--- src/rtl/operand_fetch.sv ---
// operand_fetch: read-side operand selection for the A..D register file.
//
// Takes a decode request naming two source registers, selects both operands
// from the register-file outputs (bypassing a same-cycle write-back) and
// presents the pair to the ALU stage through a valid/ready handshake. A
// 2-entry buffer (output entry + skid entry) keeps req_ready free of any
// combinational dependence on op_ready.
//
// Ports:
//   clk, reset              rising-edge clock, asynchronous active-high reset
//   req_valid/req_ready     decode request handshake
//   src_a_sel, src_b_sel    source register selects (00=A 01=B 10=C 11=D)
//   reg_a_in..reg_d_in      current register-file contents
//   wb_enable/select/data   register write happening this cycle
//   op_valid/op_ready       ALU-side handshake
//   operand_a, operand_b    registered operand pair
module operand_fetch #(
    parameter int unsigned DATA_WIDTH = 16
) (
    input  logic                  clk,
    input  logic                  reset,
    input  logic                  req_valid,
    output logic                  req_ready,
    input  logic [1:0]            src_a_sel,
    input  logic [1:0]            src_b_sel,
    input  logic [DATA_WIDTH-1:0] reg_a_in,
    input  logic [DATA_WIDTH-1:0] reg_b_in,
    input  logic [DATA_WIDTH-1:0] reg_c_in,
    input  logic [DATA_WIDTH-1:0] reg_d_in,
    input  logic                  wb_enable,
    input  logic [1:0]            wb_select,
    input  logic [DATA_WIDTH-1:0] wb_data,
    output logic                  op_valid,
    input  logic                  op_ready,
    output logic [DATA_WIDTH-1:0] operand_a,
    output logic [DATA_WIDTH-1:0] operand_b
);

    logic                  out_valid_q;
    logic [DATA_WIDTH-1:0] out_a_q;
    logic [DATA_WIDTH-1:0] out_b_q;
    logic                  skid_valid_q;
    logic [DATA_WIDTH-1:0] skid_a_q;
    logic [DATA_WIDTH-1:0] skid_b_q;

    logic                  acc;
    logic                  drn;
    logic [DATA_WIDTH-1:0] new_a;
    logic [DATA_WIDTH-1:0] new_b;

    // Select one operand; a write to the same register this cycle wins.
    function automatic logic [DATA_WIDTH-1:0] pick(input logic [1:0] sel);
        logic [DATA_WIDTH-1:0] val;
        unique case (sel)
            2'd0:    val = reg_a_in;
            2'd1:    val = reg_b_in;
            2'd2:    val = reg_c_in;
            default: val = reg_d_in;
        endcase
        if (wb_enable && (wb_select == sel)) begin
            val = wb_data;
        end
        return val;
    endfunction

    always_comb begin
        new_a = pick(src_a_sel);
        new_b = pick(src_b_sel);
    end

    // Ready is purely a function of the skid flop.
    assign req_ready = ~skid_valid_q;
    assign acc       = req_valid && req_ready;
    assign drn       = out_valid_q && op_ready;

    always_ff @(posedge clk or posedge reset) begin
        if (reset) begin
            out_valid_q  <= 1'b0;
            out_a_q      <= '0;
            out_b_q      <= '0;
            skid_valid_q <= 1'b0;
            skid_a_q     <= '0;
            skid_b_q     <= '0;
        end else if (skid_valid_q) begin
            // Full: only a drain can happen; skid moves forward in order.
            if (drn) begin
                out_a_q      <= skid_a_q;
                out_b_q      <= skid_b_q;
                skid_valid_q <= 1'b0;
                skid_a_q     <= '0;
                skid_b_q     <= '0;
            end
        end else if (!out_valid_q || drn) begin
            // Output entry is empty or being drained: new pair goes straight in.
            out_valid_q <= acc;
            if (acc) begin
                out_a_q <= new_a;
                out_b_q <= new_b;
            end
        end else if (acc) begin
            // Output entry stalled: park the new pair in the skid entry.
            skid_valid_q <= 1'b1;
            skid_a_q     <= new_a;
            skid_b_q     <= new_b;
        end
    end

    assign op_valid  = out_valid_q;
    assign operand_a = out_a_q;
    assign operand_b = out_b_q;

endmodule

--- config.mk ---
export PLATFORM = sky130hd
export DESIGN_NAME = operand_fetch
export DESIGN_NICKNAME = d
export VERILOG_FILES = /design/src/rtl/operand_fetch.sv
export SDC_FILE = /design/constraint.sdc
export NUM_CORES = 1
export LEC_CHECK = 0
export BUFFER_PORTS_ARGS = -buffer_cell sky130_fd_sc_hd__buf_2
export CAP_MARGIN = 25
export CORE_UTILIZATION = 30
export CTS_BUF_LIST = sky130_fd_sc_hd__clkbuf_4 sky130_fd_sc_hd__clkbuf_8 sky130_fd_sc_hd__clkbuf_16
export CTS_CLUSTER_SIZE = 20
export DETAILED_ROUTE_END_ITERATION = 8
export PLACE_DENSITY_LB_ADDON = 0.25
export SYNTH_ARGS = -nofsm -noshare
export SYNTH_HDL_FRONTEND = slang
export SYNTH_SLANG_ARGS = --single-unit
--- constraint.sdc ---
create_clock -name clk -period 1.8 [get_ports clk]
set_clock_uncertainty 0.1 [all_clocks]
set_input_delay 0.09 -clock clk [delete_from_list [all_inputs] [get_ports clk]]
set_output_delay 0.09 -clock clk [all_outputs]
set_load 0.05 [all_outputs]
==> results.py <==
metrics = {
    "place": {
        "dp_hpwl_um": 10600,
        "place_area_sq_um": 5460,
        "place_congestion": 0.789,
        "io_buffers": 124,
        "placed_cells": 708,
    },
    "sta": {
        "hold_viol": 0,
        "max-slew-margin-rel_pct": 70.4,
        "final.setup.tns_ns": 0,
        "worst_pin_slew_ns": 0.442,
        "period_share_pct": 94.0,
        "fin_crit_ns": 1.69,
        "grt_setup_unrepaired": "false",
        "report.final.slew_viol_count": 0,
        "timing.fmax_mhz": 591,
        "setup_viol_count_final": 0,
    },
    "outcome": {
        "outcome": "finished, final reports clean",
    },
    "drt": {
        "drt-initial-drc-count": 406,
        "routedWlPerCell_um": 21.1,
        "vias_per_cell": 5.96,
        "vias": 4356,
        "drcViolationCount": 0,
        "ant_nets": 0,
        "dr.pass1.iters": 4,
        "wirelength_um": 15400,
    },
    "floorplanning": {
        "rows": 44,
        "start_util_pct": 30.8,
        "ios": 125,
        "core_sq_um": 14600,
        "die_w_um": 124,
        "die_area_sq_um": 15400,
        "fp.dieH_um": 124,
    },
    "global_route": {
        "grt_use_met1_pct": 27.0,
        "grt.total_usage_pct": 20.1,
        "use_met2_pct": 31.3,
        "overflow": 0,
        "antenna_found_initial": 0,
        "grt_pass1_vias": 4356,
        "grt_pass1_wl_um": 24400,
        "met3_usage_pct": 5.33,
        "busiest_layer": "met2",
        "grt_max_degree": 51,
    },
    "setup_path": {
        "max_stage_delay_ns": 0.46,
        "cp_max_fo": 31,
        "cp-start-kind": "flip-flop",
        "cp-end-kind": "output pin",
        "worst-setup-path-type": "flip-flop to output pin",
        "arrival_ns": 1.50,
        "startpoint": "skid_valid_q",
        "worstPathRequired_ns": 1.61,
        "critPathBufInv": 3,
        "r2r_start": "op_valid",
        "crit_family": "buffers and inverters",
        "crit_chain": "inv_1 -> buf_8 -> clkbuf_4",
        "slowest_stage": "dfrtp_2",
    },
    "layout": {
        "area_delta_synth_final_pct": 30.4,
        "nets": 633,
        "final_cell_area_sq_um": 5850,
        "antennaDiodeCount": 0,
        "drive_above_1_share_pct": 38.6,
        "final_cells": 731,
    },
    "clocking": {
        "clock-sinks": 66,
        "cts-root-buf": "clkbuf_16",
        "clockBufferDepth": 2,
        "numCtsBuffers": 9,
        "clkTransAtPathRegs_ns": 0.06,
        "clk_latency_ns": 0.33,
        "tritoncts": "built",
        "htreeDepth": 3,
    },
    "power": {
        "p_leak_nw": 2.57,
        "powerDensity_nw_per_um2": 1780,
        "ir_drop_mv": 0.561,
    },
    "flow_run": {
        "timing.max_cap.violations": 0,
    },
    "logic_synthesis": {
        "async_reset_ff_share_pct": 100,
        "syn_area_per_cell_sq_um": 10.8,
        "netlist_instances": 414,
        "netlist_area_sq_um": 4490,
        "synth_top_area_share_pct": 36.8,
        "synth-seq-area-share_pct": 36.8,
        "synth-edff-count": 0,
        "synth_top_area_cell": "dfrtp_1",
        "ys_ff_latch": 66,
        "synth_top_flop_cell": "dfrtp_1",
        "syn_nets": 505,
        "synth_cell_types": 36,
        "yosys-top-cells-area": "dfrtp_1, mux4_2, mux4_1, mux2i_1, o21ai_0",
        "ys_warn_count": 0,
    },
    "min_path": {
        "hold_class": "input pin to flip-flop",
        "worstHoldStart": "wb_data[6]",
    },
}
==> cell type report <==
class | count | area [sq um]
repair buffers | 159 | 1050
multi-input cells | 303 | 2590
clock buffers | 10 | 239
flip-flops and latches | 66 | 1650
inverters | 3 | 15.0
well taps | 184 | 230
clock inverters | 6 | 72.6
fillers | 1384 | 8740
==> cell usage after synthesis, types with 4 or more instances <==
cell / instances
mux4_2: 19
dfrtp_1: 66
a221oi_1: 20
mux4_1: 13
a22oi_1: 28
clkbuf_1: 23
nor2_1: 31
buf_6: 5
xnor2_1: 4
a221oi_2: 10
buf_2: 9
o21ai_1: 4
o22ai_1: 32
o21ai_0: 55
mux2i_1: 30
nand2_1: 34
==> what timing repair did <==
item | CTS | global route
setup buffers | 0 | 3
hold endpoints to repair | 18 | 0
endpoints found under the setup margin | 1 | 4
hold buffers | 4 | 0
gates resized for setup | 1 | 3
pin swaps | 0 | 1
==> sequential cells by signal, indices dropped and copies added (netlist names) <==
| signal | cells |
|---|---|
| skid_a_q | 16 |
| op_valid | 1 |
| skid_b_q | 16 |
| skid_valid_q | 1 |
| operand_b | 16 |
| operand_a | 16 |
==> per-layer routing <==
layer,share of wire [%],routed length [um],vias to the layer above
met5,0,0,-
met4,1.9,292,0
met3,7.5,1150,18
met2,46,7110,213
met1,44,6860,2212
li1,-,-,1913
==> cell usage in the layout (no fill, tap or decap), drive strengths merged <==
cell type	count
clkinv	2
o21ai	59
mux2i	30
xnor2	4
inv	5
nor3b	1
o22ai	32
mux4	32
clkbuf	11
dfrtp	66
clkinvlp	1
a21boi	1
dlygate4sd3	4
a22o	3
bufinv	1
a22oi	28
o31ai	2
nand2b	1
a221oi	30
nor2	32
o21a	3
a21oi	2
nand3	3
and2	1
mux2	2
and3	1
nand2	34
o221a	2
buf	154
==> worst reg2reg max path, delay by kind of cell (launching register included) <==
| kind | cells | cell delay, ns |
|---|---|---|
| AOI/OAI and AO/OA | 2 | 0.20 |
| buffers and inverters | 2 | 0.77 |
| DFF | 1 | 0.45 |
==> per-stage QoR <==
stage	hold slack [ns]	setup WS, ns	power (mW)	utilization (%)
after floorplan	0.0757	0.118	6.67	-
after global placement	0.00685	0.157	8.25	37.4
after detailed placement	0.0167	0.128	8.45	37.4
after CTS	0.0411	0.0286	10.3	39.9
after global routing	0.0448	0.0210	11.0	40.1
final	0.0452	0.108	10.4	40.1
==> cells by family after synthesis <==
kind of cell	synth area share, %
AOI/OAI and AO/OA	25.4
xor gates and xnor gates	0.781
buffers and inverters	5.88
DFF	36.8
muxes	24.5
and+or+nand+nor	6.61
==> worst paths after layout <==
check | end | slack (ns) | depth (start not counted)
setup / recovery | req_ready | 0.11 | 3
hold / removal | skid_b_q[6] | 0.05 | 3
setup reg to reg | skid_valid_q | 0.16 | 4
hold reg to reg | skid_a_q[15] | 0.40 | 2
max in group asynchronous | skid_valid_q | 0.76 | 4
min in group asynchronous | skid_b_q[2] | 0.21 | 3
==> report_power, final <==
group	total (mW)	internal, mW	switching, mW	leakage [nW]
registers	3.01	2.26	0.758	0.744
clock network	1.86	1.13	0.729	0.155
logic	5.52	1.97	3.55	1.67
total	10.4	5.36	5.03	2.57
No activity file was read; power rests on OpenSTA's default activity.
